--- src/rtl/dbg_pkg.sv ---
// Shared types and constants for the register-file dump path.
package dbg_pkg;

    localparam int unsigned DEF_ADDR_W = 5;
    localparam int unsigned BYTE_W     = 8;
    localparam int unsigned REC_BYTES  = 5;
    localparam int unsigned REC_W      = REC_BYTES * BYTE_W;
    // Zero padding above the address in byte 0 of a record (default build)
    localparam int unsigned ADDR_PAD_W = BYTE_W - DEF_ADDR_W;
    // Wide enough to count REC_BYTES down to zero
    localparam int unsigned BIDX_W     = 3;
    // Settle counter width; SETTLE_CYC is limited to 1..15
    localparam int unsigned SCNT_W     = 4;

    typedef enum logic [1:0] {
        ST_IDLE,
        ST_SETTLE,
        ST_SEND,
        ST_DONE
    } state_e;

endpackage

--- src/rtl/regfile_dump_ctrl_if.sv ---
// Byte stream carrying dump records towards the UART/LED debug path.
//   dump_data  : stream byte
//   dump_valid : byte valid
//   dump_ready : downstream accepts the byte
interface regfile_dump_ctrl_if;
    import dbg_pkg::*;

    logic [BYTE_W-1:0] dump_data;
    logic              dump_valid;
    logic              dump_ready;

    modport master (output dump_data, output dump_valid, input dump_ready);
    modport slave  (input  dump_data, input  dump_valid, output dump_ready);

endinterface

--- src/rtl/byte_serializer.sv ---
// Emits a loaded 40-bit record LSB byte first under valid/ready.
//   clk, rst_n     : clock, async active-low reset
//   load_i         : load rec_i and start emitting (only used while idle)
//   rec_i          : record, byte 0 in bits [7:0]
//   flush_i        : drop the record immediately (abort); beats load and transfer
//   ready_i        : downstream ready
//   valid_o/data_o : registered stream outputs
//   last_xfer_c_o  : combinational, final byte is transferring this cycle
module byte_serializer
    import dbg_pkg::*;
(
    input  logic              clk,
    input  logic              rst_n,
    input  logic              load_i,
    input  logic [REC_W-1:0]  rec_i,
    input  logic              flush_i,
    input  logic              ready_i,
    output logic              valid_o,
    output logic [BYTE_W-1:0] data_o,
    output logic              last_xfer_c_o
);

    logic [REC_W-1:0]  sh_q, sh_d;
    logic [BIDX_W-1:0] cnt_q, cnt_d;
    logic              valid_q, valid_d;
    logic              xfer_c;

    assign xfer_c        = valid_q & ready_i;
    assign last_xfer_c_o = xfer_c & ~flush_i & (cnt_q == BIDX_W'(1));
    assign valid_o       = valid_q;
    assign data_o        = sh_q[BYTE_W-1:0];

    // Next-state: flush > load > shift on handshake
    always_comb begin
        sh_d    = sh_q;
        cnt_d   = cnt_q;
        valid_d = valid_q;
        if (flush_i) begin
            sh_d    = '0;
            cnt_d   = '0;
            valid_d = 1'b0;
        end else if (load_i) begin
            sh_d    = rec_i;
            cnt_d   = BIDX_W'(REC_BYTES);
            valid_d = 1'b1;
        end else if (xfer_c) begin
            // Shifting in zeros leaves data_o at 0 once the record is drained
            sh_d    = sh_q >> BYTE_W;
            cnt_d   = cnt_q - BIDX_W'(1);
            valid_d = (cnt_q != BIDX_W'(1));
        end
    end

    always_ff @(posedge clk or negedge rst_n) begin
        if (!rst_n) begin
            sh_q    <= '0;
            cnt_q   <= '0;
            valid_q <= 1'b0;
        end else begin
            sh_q    <= sh_d;
            cnt_q   <= cnt_d;
            valid_q <= valid_d;
        end
    end

endmodule

--- src/rtl/regfile_dump_ctrl.sv ---
// Sweeps the register-file probe address over [first,last] and streams one
// 5-byte record {addr, value LSB..MSB} per register.
//   SYS_clk, SYS_reset    : clock, async active-low reset
//   dump_start/dump_abort : start pulse (ignored while busy), abort level
//   first_reg/last_reg    : range, sampled on accepted start (clamped)
//   reg_addr/reg_value    : probe address out, probe value in
//   dump_if               : record byte stream (master)
//   busy/done             : dump in progress, completion pulse
module regfile_dump_ctrl
    import dbg_pkg::*;
#(
    parameter int unsigned NUM_REGS   = 32,
    parameter int unsigned ADDR_W     = DEF_ADDR_W,
    parameter int unsigned DATA_W     = 32,
    parameter int unsigned SETTLE_CYC = 1
) (
    input  logic                 SYS_clk,
    input  logic                 SYS_reset,
    input  logic                 dump_start,
    input  logic                 dump_abort,
    input  logic [ADDR_W-1:0]    first_reg,
    input  logic [ADDR_W-1:0]    last_reg,
    output logic [ADDR_W-1:0]    reg_addr,
    input  logic [DATA_W-1:0]    reg_value,
    regfile_dump_ctrl_if.master  dump_if,
    output logic                 busy,
    output logic                 done
);

    state_e              state_q, state_d;
    logic [ADDR_W-1:0]   addr_q, addr_d;
    logic [ADDR_W-1:0]   last_q, last_d;
    logic [SCNT_W-1:0]   settle_q, settle_d;
    logic                busy_q, done_q;
    logic                load_c, flush_c, last_xfer_c;
    logic [REC_W-1:0]    rec_c;

    function automatic logic [ADDR_W-1:0] clamp_reg(input logic [ADDR_W-1:0] r);
        if (32'(r) >= NUM_REGS) return ADDR_W'(NUM_REGS - 1);
        return r;
    endfunction

    assign rec_c    = REC_W'({reg_value, BYTE_W'(addr_q)});
    assign reg_addr = addr_q;
    assign busy     = busy_q;
    assign done     = done_q;

    byte_serializer u_ser (
        .clk           (SYS_clk),
        .rst_n         (SYS_reset),
        .load_i        (load_c),
        .rec_i         (rec_c),
        .flush_i       (flush_c),
        .ready_i       (dump_if.dump_ready),
        .valid_o       (dump_if.dump_valid),
        .data_o        (dump_if.dump_data),
        .last_xfer_c_o (last_xfer_c)
    );

    // Next-state and sequencing; abort beats everything outside IDLE
    always_comb begin
        state_d  = state_q;
        addr_d   = addr_q;
        last_d   = last_q;
        settle_d = settle_q;
        load_c   = 1'b0;
        flush_c  = 1'b0;
        if (dump_abort && state_q != ST_IDLE) begin
            state_d  = ST_IDLE;
            addr_d   = '0;
            settle_d = '0;
            flush_c  = 1'b1;
        end else begin
            unique case (state_q)
                ST_IDLE: begin
                    if (dump_start && !dump_abort) begin
                        state_d  = ST_SETTLE;
                        addr_d   = clamp_reg(first_reg);
                        last_d   = clamp_reg(last_reg);
                        settle_d = '0;
                    end
                end
                ST_SETTLE: begin
                    if (settle_q == SCNT_W'(SETTLE_CYC - 1)) begin
                        load_c   = 1'b1;
                        state_d  = ST_SEND;
                        settle_d = '0;
                    end else begin
                        settle_d = settle_q + SCNT_W'(1);
                    end
                end
                ST_SEND: begin
                    if (last_xfer_c) begin
                        if (addr_q == last_q) begin
                            state_d = ST_DONE;
                        end else begin
                            state_d = ST_SETTLE;
                            addr_d  = (addr_q == ADDR_W'(NUM_REGS - 1)) ? '0
                                                                         : addr_q + ADDR_W'(1);
                        end
                    end
                end
                ST_DONE: begin
                    state_d = ST_IDLE;
                    addr_d  = '0;
                end
                default: state_d = ST_IDLE;
            endcase
        end
    end

    always_ff @(posedge SYS_clk or negedge SYS_reset) begin
        if (!SYS_reset) begin
            state_q  <= ST_IDLE;
            addr_q   <= '0;
            last_q   <= '0;
            settle_q <= '0;
            busy_q   <= 1'b0;
            done_q   <= 1'b0;
        end else begin
            state_q  <= state_d;
            addr_q   <= addr_d;
            last_q   <= last_d;
            settle_q <= settle_d;
            busy_q   <= (state_d == ST_SETTLE) || (state_d == ST_SEND);
            done_q   <= (state_d == ST_DONE);
        end
    end

endmodule
--- src/flat_wrapper.sv ---
// flat-port wrapper written by rule: the top's interface ports become plain ports
module regfile_dump_ctrl_flat import dbg_pkg::*;
#(
    parameter int unsigned NUM_REGS   = 32,
    parameter int unsigned ADDR_W     = DEF_ADDR_W,
    parameter int unsigned DATA_W     = 32,
    parameter int unsigned SETTLE_CYC = 1
)
  (SYS_clk, SYS_reset, dump_start, dump_abort, first_reg, last_reg, reg_addr, reg_value, busy, done, dump_if_dump_data, dump_if_dump_valid, dump_if_dump_ready);
  regfile_dump_ctrl_if dump_if_i ();
  input  logic SYS_clk;
  input  logic SYS_reset;
  input  logic dump_start;
  input  logic dump_abort;
  input  logic [ADDR_W-1:0] first_reg;
  input  logic [ADDR_W-1:0] last_reg;
  output logic [ADDR_W-1:0] reg_addr;
  input  logic [DATA_W-1:0] reg_value;
  output logic busy;
  output logic done;
  output wire logic [$bits(dump_if_i.dump_data)-1:0] dump_if_dump_data;
  output wire logic [$bits(dump_if_i.dump_valid)-1:0] dump_if_dump_valid;
  input wire logic [$bits(dump_if_i.dump_ready)-1:0] dump_if_dump_ready;
  assign dump_if_dump_data = dump_if_i.dump_data;
  assign dump_if_dump_valid = dump_if_i.dump_valid;
  assign dump_if_i.dump_ready = dump_if_dump_ready;
  regfile_dump_ctrl #(.NUM_REGS(NUM_REGS), .ADDR_W(ADDR_W), .DATA_W(DATA_W), .SETTLE_CYC(SETTLE_CYC)) u_core (.SYS_clk(SYS_clk), .SYS_reset(SYS_reset), .dump_start(dump_start), .dump_abort(dump_abort), .first_reg(first_reg), .last_reg(last_reg), .reg_addr(reg_addr), .reg_value(reg_value), .dump_if(dump_if_i), .busy(busy), .done(done));
endmodule
--- config.mk ---
export PLATFORM = sky130hd
export DESIGN_NAME = regfile_dump_ctrl_flat
export DESIGN_NICKNAME = d
export VERILOG_FILES = /design/src/rtl/dbg_pkg.sv /design/src/rtl/regfile_dump_ctrl_if.sv /design/src/rtl/byte_serializer.sv /design/src/rtl/regfile_dump_ctrl.sv /design/src/flat_wrapper.sv
export SDC_FILE = /design/constraint.sdc
export NUM_CORES = 1
export LEC_CHECK = 0
export CAP_MARGIN = 20
export CORE_UTILIZATION = 25
export CTS_CLUSTER_SIZE = 16
export DETAILED_ROUTE_END_ITERATION = 8
export SLEW_MARGIN = 20
export SYNTH_ARGS = -nofsm -noshare
export SYNTH_HDL_FRONTEND = slang
export SYNTH_HIERARCHICAL = 1
export SYNTH_SLANG_ARGS = --single-unit
export TNS_END_PERCENT = 30
--- constraint.sdc ---
create_clock -name SYS_clk -period 3.3 [get_ports SYS_clk]
set_input_delay 0.825 -clock SYS_clk [delete_from_list [all_inputs] [get_ports SYS_clk]]
set_output_delay 0.825 -clock SYS_clk [all_outputs]
set_load 0.02 [all_outputs]
* After elaboration in Yosys (flattened, before gate mapping)
Index checks and enable logic that the tools add are counted.
Widths: inputs -> output; s select.
** Word-level totals
- Bits in registers :: 62
- Bits of input ports :: 47
** Operators by class
- Add/sub/neg operators :: 3
- Eq/ne operators :: 13
- Mux-type cells :: 29
- Bitwise logic cells :: 5
- Reduce and logical (&&, ||, !) cells :: 13
** Operators with widths (count)
- $mux 40 :: 3
- $mux 5 :: 5
- $pmux 5 s3 :: 1
- $mux 4 :: 3
- $mux 2 :: 5
- $mux 3 :: 3
- $ne 3x1->1 const B :: 3
- $eq 2x2->1 const B :: 4
- $pmux 2 s4 :: 1
- $pmux 4 s2 :: 1
- $mux 1 :: 7
- $reduce_bool 3->1 :: 2
- $add 5x1->5 const B :: 1
- $eq 5x5->1 :: 1
- $eq 5x5->1 const B :: 1
- $add 4x1->4 const B :: 1
- $eq 2x1->1 const B :: 2
- $logic_not 4->1 :: 1
- $reduce_and 4->1 :: 1
- $reduce_bool 4->1 :: 1
- $and 1x1->1 :: 3
- $eq 3x1->1 const B :: 1
- $ne 3x2->1 const B :: 1
- $reduce_and 3->1 :: 1
- 8 further kinds :: 10

* Longest topological paths before layout
- Word-level depth :: 11
- Depth in mapped cells :: 10
- Gate-level depth less buffers :: 8

* Cells and area by module
Netlist, hierarchy kept.
** Modules (own cells, without submodules)
- byte_serializer :: instances 1, cells each 247, area an instance 2544.9 µm², sequential area each 1101.1 µm²
- regfile_dump_ctrl :: instances 1, cells each 105, area an instance 1023.5 µm², sequential area each 450.4 µm²

* Worst setup path after synthesis
OpenSTA, ideal clock, no wires.
- Path type :: input to register
- Start point :: input port dump_abort
- End point :: register u_core.addr_q[0], in the netlist u_core/reg_addr[0]
- Library setup time :: 0.128 ns
- Data arrival time :: 2.495 ns
- Slack :: 0.678 ns
- Stages on the path :: 9
- Buffers on the path :: 1
- Cell sequence :: inv_1 nor2_1 buf_2 nor4b_2 or3b_2 a21oi_1 nor2_1 o21ai_2 mux2_1
** On the way
- Cells in the longest elaborated chain, start to end :: 7
** Ends and longest elaborated chain
- from (decl) :: RTL line flat_wrapper.sv:14 : input logic dump_abort;
- $logic_and 1x1->1 :: RTL line regfile_dump_ctrl.sv:68 : if (dump_abort && state_q != ST_IDLE) begin
- $mux 1 :: RTL line regfile_dump_ctrl.sv:68
- named net u_core.flush_c :: RTL line regfile_dump_ctrl.sv:35 : logic load_c, flush_c, last_xfer_c;
- $not 1->1 :: RTL line byte_serializer.sv:29 : assign last_xfer_c_o = xfer_c & ~flush_i & (cnt_q == BIDX_W'(1));
- $and 1x1->1 (2 in a row) :: RTL line byte_serializer.sv:29
- named net u_core.last_xfer_c :: RTL line regfile_dump_ctrl.sv:35
- $ne 3x1->1 (no line)
- $reduce_and 4->1 (no line)
- to (signal assigned) :: RTL line regfile_dump_ctrl.sv:122 : addr_q <= addr_d;
- to (decl) :: RTL line regfile_dump_ctrl.sv:31 : logic [ADDR_W-1:0] addr_q, addr_d;
The timed path passes the listed nets, and every way through them passes these cells.
A chain may end at the register's enable or synchronous reset.

* Worst setup path after layout
- Start point :: input port dump_abort
- End point :: register u_core.addr_q[3], in the netlist u_core/reg_addr[3]
Same word-level chain as after synthesis.

==> implementation parameters <==
Parameter                              Value

Floorplanning
  # IOs    63
  Floorplan die width    121 um
  Die height    121 um
  Number of standard-cell rows in the floorplan    43
  Starting utilization of the core area    25.7%
  Full die area    0.0148 sq mm
  Core Region    0.0139 sq mm

Power
  Leak pwr    1.79 nW
  Peak supply drop    0.000365 V
  Final Total Pwr    3.68 mW
  Power density cells    808 mW/mm^2

Worst setup path
  Data required time at the worst endpoint    3500 ps
  Data arrival time at the worst-slack endpoint    2750 ps
  Type of origin of the critical path    primary input
  Critical path peak fanout    5
  Internal reg-to-reg setup slack    1090 ps
  Worst Setup Path Type    primary input to flip-flop
  CP Capture Type    flip-flop

Final layout
  Most common cell after layout, fill and taps aside    sky130_fd_sc_hd__dfrtp_1
  Footprint of the multi-input gates    0.00174 sq mm
  Number of filler cells placed in the layout    1435
  Total Nets Final    457
  Post-route core utilization    32.8%
  Leading cell types in the layout, fill and taps excluded    62 x sky130_fd_sc_hd__dfrtp_1, 61 x sky130_fd_sc_hd__clkdlybuf4s50_1, 44 x sky130_fd_sc_hd__nor2_1, 44 x sky130_fd_sc_hd__nand3_1
  Post-route standard cell area excluding fillers    0.00456 sq mm
  Antenna diode count    0
  Syn-to-layout area delta    27.7%
  Combined flip-flop and latch cell area    0.00155 sq mm
  Final Instance Count excl. Fillers    586
  Fraction of layout cells with a size suffix above 1    24.9%

Global route
  M3 GR Usage    3.01%
  Met1 Track Usage GR    16.4%
  Wire length of the first global-routing pass    14.1 mm
  Remaining global-route overflow    0
  Grt peak-use layer    met2
  Met2 routing resource usage after global routing    18.9%
  Antenna violations before repair    0
  Aggregate global-route resource usage    12.2%
  Maximum number of pins on one net before global-route repair    50
  Number of global-route vias before repair    2781

Timing
  Finish-stage setup viols    0
  Top achievable clock speed    0.392 GHz
  Number of failing hold endpoints at the final stage    0
  Final count of pins violating max slew    0
  Fin Hold WS    418 ps
  Setup TNS    0 ps
  Crit path time final    2550 ps
  Final WS setup    751 ps
  Maximum clock skew at final layout    4.88 ps
  RSZ-0062 raised after global routing    false
  Slew headroom    53.4%
  Final critical-path share of the clock period    77.2%
  Transition time of the tightest slew-check pin    699 ps

Run status
  Status    completed

Clock network
  Number of buffers inserted by hold repair at cts    0
  Total clock sinks    62
  Worst-Skew Late Latency    320 ps
  CTS clock-pin slew for the worst setup and hold paths    50 ps
  Clock Root Buffer    sky130_fd_sc_hd__clkbuf_16
  CTS buffer count    9
  Max Root-Sink Buffers    2
  Count of H-tree levels built during CTS    3
  Count of cells resized by post-cts repair    0
  Post-CTS setup buffer count    0
  CTS tree    done

Routing
  Iter 0 DRT Violations    181
  First-pass iteration count of the detailed router    4
  Via density per instance    4.70
  Remaining design rule violation count    0
  Overall via count from detail_route    2752
  Sum of routed wire length over all layers    8.43 mm
  Remaining antenna violation count    0
  Average wire per standard cell    14.4 um

Yosys
  Sequential share of the synthesized area    43.5%
  Post-Synthesis Cell Area    0.00357 sq mm
  Average cell area after synthesis    10.1 sq um
  Yosys warning count    6
  Number of synthesized flops with an enable pin    0
  Post-synthesis register bit count    62
  Post-Syn Instances    352
  Dominant synthesized flop cell    sky130_fd_sc_hd__dfrtp_1
  Asr flop ratio synth    100%
  Number of library cell types mapped by synthesis    48

Worst hold path
  Hold WC Path Type    primary input to async pin

Placed design
  DP HPWL    5.85 mm
  Last weighted congestion value of the routability-driven placer    0.799
  Port Buf Inserts    62
  Worst setup timing slack at the placement stage    420 ps
  Cell count after placement    572
  Placed Area    0.00426 sq mm

Flow run
  MaxCap Viol Count    0
==> cells in the mapped netlist, types with 2 or more instances <==
master	number	area (sq um)
sky130_fd_sc_hd__a22oi_1	3	22.5
sky130_fd_sc_hd__a311oi_2	30	450
sky130_fd_sc_hd__nand3_1	44	220
sky130_fd_sc_hd__or2_2	2	12.5
sky130_fd_sc_hd__a311oi_1	2	17.5
sky130_fd_sc_hd__nand2_2	30	188
sky130_fd_sc_hd__nor3b_1	2	15.0
sky130_fd_sc_hd__a31oi_1	2	12.5
sky130_fd_sc_hd__nand2b_2	2	17.5
sky130_fd_sc_hd__nand2b_1	2	12.5
sky130_fd_sc_hd__xor2_1	3	26.3
sky130_fd_sc_hd__a21oi_1	13	65.1
sky130_fd_sc_hd__nor2_1	45	169
sky130_fd_sc_hd__dfrtp_1	62	1550
sky130_fd_sc_hd__buf_12	3	60.1
sky130_fd_sc_hd__mux2_1	4	45.0
sky130_fd_sc_hd__nor3_1	2	10.0
sky130_fd_sc_hd__o21ai_0	8	40.0
sky130_fd_sc_hd__buf_2	16	80.1
sky130_fd_sc_hd__xnor2_1	4	35.0
sky130_fd_sc_hd__mux2_2	4	45.0
sky130_fd_sc_hd__clkbuf_1	3	11.3
sky130_fd_sc_hd__and3_1	2	12.5
sky130_fd_sc_hd__buf_4	9	67.6
sky130_fd_sc_hd__ha_1	7	87.6
sky130_fd_sc_hd__inv_1	9	33.8
sky130_fd_sc_hd__nand2_1	16	60.1
sky130_fd_sc_hd__buf_6	3	33.8
==> layout make-up <==
type / instances / area share (%)
inverter: 10 / 0.824
multi-input combinational: 247 / 38.1
clock buffer: 14 / 6.45
tap: 180 / 4.94
timing repair buffer: 73 / 15.6
sequential: 62 / 34.0
==> worst max-delay path, stage by stage <==
cell                              delay (ps)
sky130_fd_sc_hd__clkdlybuf4s50_1         470
sky130_fd_sc_hd__inv_1                    80
sky130_fd_sc_hd__nor2_4                  140
sky130_fd_sc_hd__nor4b_2                  60
sky130_fd_sc_hd__or3b_2                  460
sky130_fd_sc_hd__a21oi_1                 160
sky130_fd_sc_hd__nor2_1                   80
sky130_fd_sc_hd__o21ai_2                 120
sky130_fd_sc_hd__mux2_1                  350
==> cells by family (layout without fill, tap and decap cells) <==
logic type / after synthesis / count (layout) / synth area share (%)
AO/OA/AOI/OAI: 66 / 66 / 18.9
XOR/XNOR: 7 / 7 / 1.72
adder cells (fa/ha/maj): 7 / 7 / 2.45
buffers and inverters: 45 / 97 / 8.24
flip-flops: 62 / 62 / 43.5
multiplexers: 9 / 9 / 2.80
other: 1 / 3 / 0.105
AND/OR/NAND/NOR: 155 / 155 / 22.3
==> worst paths after layout <==
check	from	end	cells after the start
worst max-delay path	dump_abort	u_core/reg_addr[3]	9
worst min-delay path	SYS_reset	u_core/u_ser/sh_q[15]	1
worst max register to register	u_core/state_q[0]	u_core/reg_addr[3]	5
worst min register to register	u_core/settle_q[3]	u_core/settle_q[3]	1
max in group asynchronous	SYS_reset	u_core/done	2
min in group SYS_clk	u_core/settle_q[3]	u_core/settle_q[3]	1
==> registers in the layout, indices dropped and copies added, names as in the netlist <==
name and cells:
u_core/u_ser/valid_o 1, u_core/reg_addr 5, u_core/done 1, u_core/state_q 2, u_core/u_ser/sh_q 40, u_core/u_ser/cnt_q 3, u_core/busy 1, u_core/settle_q 4
u_core/last_q 5
==> per-layer routing <==
layer  share of wire [%]  up-vias  routed length, um
met5                   0        -                  0
met4                 1.3        0                110
met3                 5.0        7                419
met2                  47       55               3980
met1                  46     1343               3920
li1                    -     1347                  -
==> report_power, final <==
group          leakage (nW)  internal, mW  switching, mW
logic                 0.828         0.697          0.727
registers             0.815          1.06          0.278
clock network         0.147         0.602          0.315
total                  1.79          2.36           1.32
(Power assumes the default switching activity.)
